## src/rtl/alu_arbiter_if.sv

```systemverilog
// Bundle of the two requester ports, the shared result/status outputs and the
// shared-ALU drive/return signals used by alu_arbiter.
interface alu_arbiter_if #(
    parameter int DATA_W = 32
);
    logic                     req0;
    logic                     req1;
    logic [3:0]               ctl0;
    logic [3:0]               ctl1;
    logic signed [DATA_W-1:0] a0;
    logic signed [DATA_W-1:0] b0;
    logic signed [DATA_W-1:0] a1;
    logic signed [DATA_W-1:0] b1;
    logic                     gnt0;
    logic                     gnt1;
    logic                     done0;
    logic                     done1;
    logic signed [DATA_W-1:0] result;
    logic                     zero;
    logic                     err;
    logic                     busy;
    logic [3:0]               alu_control;
    logic signed [DATA_W-1:0] alu_a;
    logic signed [DATA_W-1:0] alu_b;
    logic signed [DATA_W-1:0] alu_result;
    logic                     alu_zero;

    // Requesters and the external ALU sit on the master side.
    modport master (
        output req0, req1, ctl0, ctl1, a0, b0, a1, b1, alu_result, alu_zero,
        input  gnt0, gnt1, done0, done1, result, zero, err, busy,
               alu_control, alu_a, alu_b
    );

    modport slave (
        input  req0, req1, ctl0, ctl1, a0, b0, a1, b1, alu_result, alu_zero,
        output gnt0, gnt1, done0, done1, result, zero, err, busy,
               alu_control, alu_a, alu_b
    );
endinterface

```

## src/rtl/alu_arbiter.sv

```systemverilog
// Two-requester arbiter in front of one shared combinational ALU (IDLE/EXEC/RESP).
// Define ALU_ARB_RR_EN for round-robin on simultaneous requests; default is fixed priority to requester 0.
module alu_arbiter #(
    parameter int DATA_W = 32
) (
    input logic          clk,
    input logic          rst_n,
    alu_arbiter_if.slave bus
);
    localparam logic [1:0] IDLE = 2'd0;
    localparam logic [1:0] EXEC = 2'd1;
    localparam logic [1:0] RESP = 2'd2;

    logic [1:0]               state;
    logic [3:0]               op_ctl_p0;
    logic signed [DATA_W-1:0] op_a_p0;
    logic signed [DATA_W-1:0] op_b_p0;
    logic                     winner_p0;
    logic                     gnt0_p0;
    logic                     gnt1_p0;
    logic                     done0_p1;
    logic                     done1_p1;
    logic signed [DATA_W-1:0] result_p1;
    logic                     zero_p1;
    logic                     err_p1;
    logic                     any_req;
    logic                     pick1;

    function automatic logic ctl_invalid(input logic [3:0] ctl);
        return ctl > 4'd10;
    endfunction

    assign any_req = bus.req0 | bus.req1;

`ifdef ALU_ARB_RR_EN
    logic last_gnt;

    // last_gnt holds the ID granted most recently; on a tie the other side wins.
    assign pick1 = bus.req1 & (~bus.req0 | ~last_gnt);

    always_ff @(posedge clk or negedge rst_n) begin
        if (!rst_n) begin
            last_gnt <= 1'b1;
        end else if (state == IDLE && any_req) begin
            last_gnt <= pick1;
        end
    end
`else
    assign pick1 = bus.req1 & ~bus.req0;
`endif

    always_ff @(posedge clk or negedge rst_n) begin
        if (!rst_n) begin
            state     <= IDLE;
            op_ctl_p0 <= '0;
            op_a_p0   <= '0;
            op_b_p0   <= '0;
            winner_p0 <= 1'b0;
            gnt0_p0   <= 1'b0;
            gnt1_p0   <= 1'b0;
            done0_p1  <= 1'b0;
            done1_p1  <= 1'b0;
            result_p1 <= '0;
            zero_p1   <= 1'b0;
            err_p1    <= 1'b0;
        end else begin
            gnt0_p0  <= 1'b0;
            gnt1_p0  <= 1'b0;
            done0_p1 <= 1'b0;
            done1_p1 <= 1'b0;
            case (state)
                // IDLE -> EXEC: capture the winner's operation
                IDLE: begin
                    if (any_req) begin
                        state     <= EXEC;
                        winner_p0 <= pick1;
                        op_ctl_p0 <= pick1 ? bus.ctl1 : bus.ctl0;
                        op_a_p0   <= pick1 ? bus.a1 : bus.a0;
                        op_b_p0   <= pick1 ? bus.b1 : bus.b0;
                        gnt0_p0   <= ~pick1;
                        gnt1_p0   <= pick1;
                    end
                end
                // EXEC -> RESP: capture the shared ALU outputs
                EXEC: begin
                    state     <= RESP;
                    result_p1 <= bus.alu_result;
                    zero_p1   <= bus.alu_zero;
                    err_p1    <= ctl_invalid(op_ctl_p0);
                    done0_p1  <= ~winner_p0;
                    done1_p1  <= winner_p0;
                end
                RESP:    state <= IDLE;
                default: state <= IDLE;
            endcase
        end
    end

    assign bus.gnt0        = gnt0_p0;
    assign bus.gnt1        = gnt1_p0;
    assign bus.done0       = done0_p1;
    assign bus.done1       = done1_p1;
    assign bus.result      = result_p1;
    assign bus.zero        = zero_p1;
    assign bus.err         = err_p1;
    assign bus.busy        = (state != IDLE);
    assign bus.alu_control = op_ctl_p0;
    assign bus.alu_a       = op_a_p0;
    assign bus.alu_b       = op_b_p0;
endmodule
```

## src/flat_wrapper.sv

```systemverilog
// flat-port wrapper written by rule: the top's interface ports become plain ports
module alu_arbiter_flat 
#(
    parameter int DATA_W = 32
)
  (clk, rst_n, bus_req0, bus_req1, bus_ctl0, bus_ctl1, bus_a0, bus_b0, bus_a1, bus_b1, bus_alu_result, bus_alu_zero, bus_gnt0, bus_gnt1, bus_done0, bus_done1, bus_result, bus_zero, bus_err, bus_busy, bus_alu_control, bus_alu_a, bus_alu_b);
  alu_arbiter_if #(.DATA_W(DATA_W)) bus_i ();
  input logic clk;
  input logic rst_n;
  input wire logic [$bits(bus_i.req0)-1:0] bus_req0;
  input wire logic [$bits(bus_i.req1)-1:0] bus_req1;
  input wire logic [$bits(bus_i.ctl0)-1:0] bus_ctl0;
  input wire logic [$bits(bus_i.ctl1)-1:0] bus_ctl1;
  input wire logic [$bits(bus_i.a0)-1:0] bus_a0;
  input wire logic [$bits(bus_i.b0)-1:0] bus_b0;
  input wire logic [$bits(bus_i.a1)-1:0] bus_a1;
  input wire logic [$bits(bus_i.b1)-1:0] bus_b1;
  input wire logic [$bits(bus_i.alu_result)-1:0] bus_alu_result;
  input wire logic [$bits(bus_i.alu_zero)-1:0] bus_alu_zero;
  output wire logic [$bits(bus_i.gnt0)-1:0] bus_gnt0;
  output wire logic [$bits(bus_i.gnt1)-1:0] bus_gnt1;
  output wire logic [$bits(bus_i.done0)-1:0] bus_done0;
  output wire logic [$bits(bus_i.done1)-1:0] bus_done1;
  output wire logic [$bits(bus_i.result)-1:0] bus_result;
  output wire logic [$bits(bus_i.zero)-1:0] bus_zero;
  output wire logic [$bits(bus_i.err)-1:0] bus_err;
  output wire logic [$bits(bus_i.busy)-1:0] bus_busy;
  output wire logic [$bits(bus_i.alu_control)-1:0] bus_alu_control;
  output wire logic [$bits(bus_i.alu_a)-1:0] bus_alu_a;
  output wire logic [$bits(bus_i.alu_b)-1:0] bus_alu_b;
  assign bus_i.req0 = bus_req0;
  assign bus_i.req1 = bus_req1;
  assign bus_i.ctl0 = bus_ctl0;
  assign bus_i.ctl1 = bus_ctl1;
  assign bus_i.a0 = bus_a0;
  assign bus_i.b0 = bus_b0;
  assign bus_i.a1 = bus_a1;
  assign bus_i.b1 = bus_b1;
  assign bus_i.alu_result = bus_alu_result;
  assign bus_i.alu_zero = bus_alu_zero;
  assign bus_gnt0 = bus_i.gnt0;
  assign bus_gnt1 = bus_i.gnt1;
  assign bus_done0 = bus_i.done0;
  assign bus_done1 = bus_i.done1;
  assign bus_result = bus_i.result;
  assign bus_zero = bus_i.zero;
  assign bus_err = bus_i.err;
  assign bus_busy = bus_i.busy;
  assign bus_alu_control = bus_i.alu_control;
  assign bus_alu_a = bus_i.alu_a;
  assign bus_alu_b = bus_i.alu_b;
  alu_arbiter #(.DATA_W(DATA_W)) u_core (.clk(clk), .rst_n(rst_n), .bus(bus_i));
endmodule
```

## config.mk

```make
export PLATFORM = sky130hd
export DESIGN_NAME = alu_arbiter_flat
export DESIGN_NICKNAME = d
export VERILOG_FILES = /design/src/rtl/alu_arbiter_if.sv /design/src/rtl/alu_arbiter.sv /design/src/flat_wrapper.sv
export SDC_FILE = /design/constraint.sdc
export NUM_CORES = 1
export LEC_CHECK = 0
export BUFFER_PORTS_ARGS = -buffer_cell sky130_fd_sc_hd__buf_4
export CAP_MARGIN = 10
export CORE_MARGIN = 5
export CORE_UTILIZATION = 44
export DETAILED_ROUTE_END_ITERATION = 10
export PLACE_DENSITY_LB_ADDON = 0.15
export SETUP_SLACK_MARGIN = 0.15
export SLEW_MARGIN = 20
export SYNTH_ARGS = -nofsm -noshare
export SYNTH_HDL_FRONTEND = slang
export SYNTH_SLANG_ARGS = --single-unit
```

## constraint.sdc

```tcl
create_clock -name clk -period 1.8 [get_ports clk]
set_input_delay 0.36 -clock clk [delete_from_list [all_inputs] [get_ports clk]]
set_output_delay 0.36 -clock clk [all_outputs]
set_load 0.01 [all_outputs]
```

==> flow_summary.ini <==
[placed_design]
hpwl_mm = 11.1
pre_cts_ws_ps = 70.6
place.port_buffers = 279
place_congestion = 0.767

[power_and_ir_drop]
ir_worst_vdd_uv = 862
internal_power_mw = 7.47
power_density_mw_per_mm2 = 1540
power_leakage_nw = 3.78
switching_share_pct = 35.0
p_clk_share_pct = 11.9
share_comb_of_total_power_pct = 50.2
pwr-share-seq_pct = 38.0
power.net_switching_mw = 4.03

[yosys]
netlist_area_mm2 = 0.00492
synth_sequential_area_ratio_pct = 55.4
yosys_warnings = 0
syn_avg_cell_area_um2 = 12.8
synth_ff_type = sky130_fd_sc_hd__dfrtp_1
async_flop_share_pct = 100
synthesis.nets = 556
post-synth-top-area-cell = sky130_fd_sc_hd__dfrtp_1
yosys-top-cells-area = sky130_fd_sc_hd__dfrtp_1, sky130_fd_sc_hd__mux2_2, sky130_fd_sc_hd__nand2_1, sky130_fd_sc_hd__mux2_4, sky130_fd_sc_hd__buf_2
netlist.area_leader.share_pct = 55.4
synth.most_common_cell = sky130_fd_sc_hd__mux2_2
synth.top_cells.by_count = sky130_fd_sc_hd__mux2_2, sky130_fd_sc_hd__dfrtp_1, sky130_fd_sc_hd__nand2_1
ys_types = 18
ys_ff_latch = 109
syn_inst = 383
synth-edff-count = 0

[finish]
drive_gt1_share_pct = 67.1
multi_input_comb_area_mm2 = 0.00207
number_of_fill_cells = 831
layout.nets = 845
n_antenna_cell = 0
area_added_between_synthesis_and_finish_pct = 52.0
layout.area.seq_mm2 = 0.00273

[critical_path]
critPathArrivalTime_ps = 1230
crit_end = bus_busy
timing.rr.start = u_core.state[1]
critical_path.endpoint_type = primary output
required_ps = 1440
reg2reg_setup_slack_ps = 240
cp-start-kind = register
worst-path-max-fanout = 4
worstReg2RegEnd = u_core.bus.alu_b[24]
ff2ff_path_depth = 4
cp-startpoint = u_core.state[1]
worst-setup-path-type = reg2out

[global_routing]
grt_util_all_layers_pct = 20.3
via_count_of_the_first_global_routing_pass = 4229
grt_antenna_before_repair = 0
grt_first_pass_wirelength_mm = 21.2
grt_remaining_overflow = 0
grt_start_max_net_pins = 51

[sta]
clock_skew_ps = 8.72
layout_worst_path_cycle_share_pct = 88.1
tightest_slew_ps = 373
fmax_mhz = 631
final.setup.worst_slack_ps = 214
drv_slew = 0
rsz0062_at_grt = no
hold_viol_final = 0
setup_violations = 0
timing.slew.headroom_pct = 75.1
setup_tns_ps = 0
fin_crit_ps = 1590

[clock_network]
clock_tree.root_cell = sky130_fd_sc_hd__clkbuf_8
clock_latency_ps = 360
tritoncts = yes
cts.sinks = 109
clk_pin_slew_ps = 100
cts_inserted_buffers = 9
clockBufferDepth = 2
cts_htree_levels = 3
post-cts-setup-buffer-count = 0

[run]
number_of_max_cap_violations = 0

[route]
detail_route.vias_per_cell = 4.74
drtAntennaViolNets = 0
drc = 0
num_vias = 3874
drt-initial-drc-count = 154
detail_route.wl_per_cell_um = 16.9
routed_wire_length_mm = 13.8
drtPass1Iterations = 4

[floorplan]
num_rows = 38
die-height_um = 116
die-width_um = 116
core-area_mm2 = 0.0109
die-area_mm2 = 0.0134
ioPinCount = 280
initial_core_util_pct = 45.2

[worst_hold_path]
worstHoldPathType = in2reg
min-delay-start = bus_alu_result[13]

[status]
status = finished clean
-- placed cells by master, fill, tap and decap left out, drive strengths merged --
cell	netlist	layout
buf	19	300
mux2	136	136
dfrtp	109	109
nand2	101	101
clkbuf	4	12
clkinv	1	4
and2	3	3
nor2	3	3
a21oi	2	2
inv	1	1
nand2b	1	1
nor2b	1	1
o21a	1	1
o21ai	1	1
clkinvlp	0	1
dlygate4sd3	0	1
-- power groups by stage --
stage / registers (mW) / clock network (mW) / logic [mW]
2_1_floorplan: 4.88 / 0 / 2.32
3_3_place_gp: 4.36 / 0 / 5.71
3_5_place_dp: 4.41 / 0 / 5.87
4_1_cts: 4.37 / 1.40 / 5.88
5_1_grt: 4.54 / 1.51 / 6.24
6_report: 4.37 / 1.36 / 5.77
-- through the flow --
stage	hold WS (ps)	area, µm²	utilization [%]	cells	power, mW
after CTS	167	7470	68.6	817	11.7
after global routing	164	7480	68.7	817	12.3
after detailed placement	230	7280	66.9	800	10.3
after global placement	228	7280	66.9	800	10.1
after floorplan	64.4	4920	-	383	7.21
final	183	7480	68.7	817	11.5
-- layout make-up --
cell class / count / share of cell area (%)
Clock buffer: 12 / 2.07
Multi-Input combinational cell: 249 / 27.6
Timing Repair Buffer: 301 / 31.1
Tap cell: 140 / 2.34
Inverter: 2 / 0.100
Clock inverter: 4 / 0.301
Sequential cell: 109 / 36.5
-- kinds of logic (layout without fill, tap and decap cells) --
logic type      after synthesis  count (layout)  share of synthesized area [%]
mux                         136             136                           32.5
flops                       109             109                           55.4
simple gates                109             109                           8.72
buf+inv                      25             319                           2.90
compound gates                4               4                          0.458
-- per-layer routing --
metal	vias to the layer above	track usage, %	wire length (µm)
li1	1855	-	-
met1	1813	22.4	4810
met2	178	37.0	7190
met3	28	5.74	1420
met4	0	7.81	404
met5	-	0	0
-- repair_timing --
action,4_1_cts,5_1_grt
hold buffers,1,0
endpoints found under the hold margin,11,0
setup endpoints to repair,1,2
gates resized for setup,1,1
-- flip-flops by register name (all words and copies together) (netlist names), 2 cells and up --
register and flops:
u_core.bus.alu_a 32, u_core.bus.alu_b 32, u_core.bus.alu_control 4, u_core.bus.result 32, u_core.state 2
-- how the worst min path moves through the flow --
| stage | depth (start not counted) | slack, ps | end |
|---|---|---|---|
| 2_1_floorplan | 0 | 60 | u_core.bus.alu_a[0] |
| 3_3_place_gp | 1 | 230 | u_core.bus.alu_a[26] |
| 3_5_place_dp | 1 | 230 | u_core.bus.alu_b[0] |
| 4_1_cts | 3 | 170 | u_core.bus.result[13] |
| 5_1_grt | 3 | 160 | u_core.bus.result[21] |
| 6_report | 3 | 180 | u_core.bus.result[13] |
-- critical path, stage by stage, from the launching register on --
cell and delay [ps]:
sky130_fd_sc_hd__dfrtp_1 420, sky130_fd_sc_hd__nor2_4 150, sky130_fd_sc_hd__buf_4 140, sky130_fd_sc_hd__inv_1 30, sky130_fd_sc_hd__buf_4 130
Power figures use the tool's default switching activity.
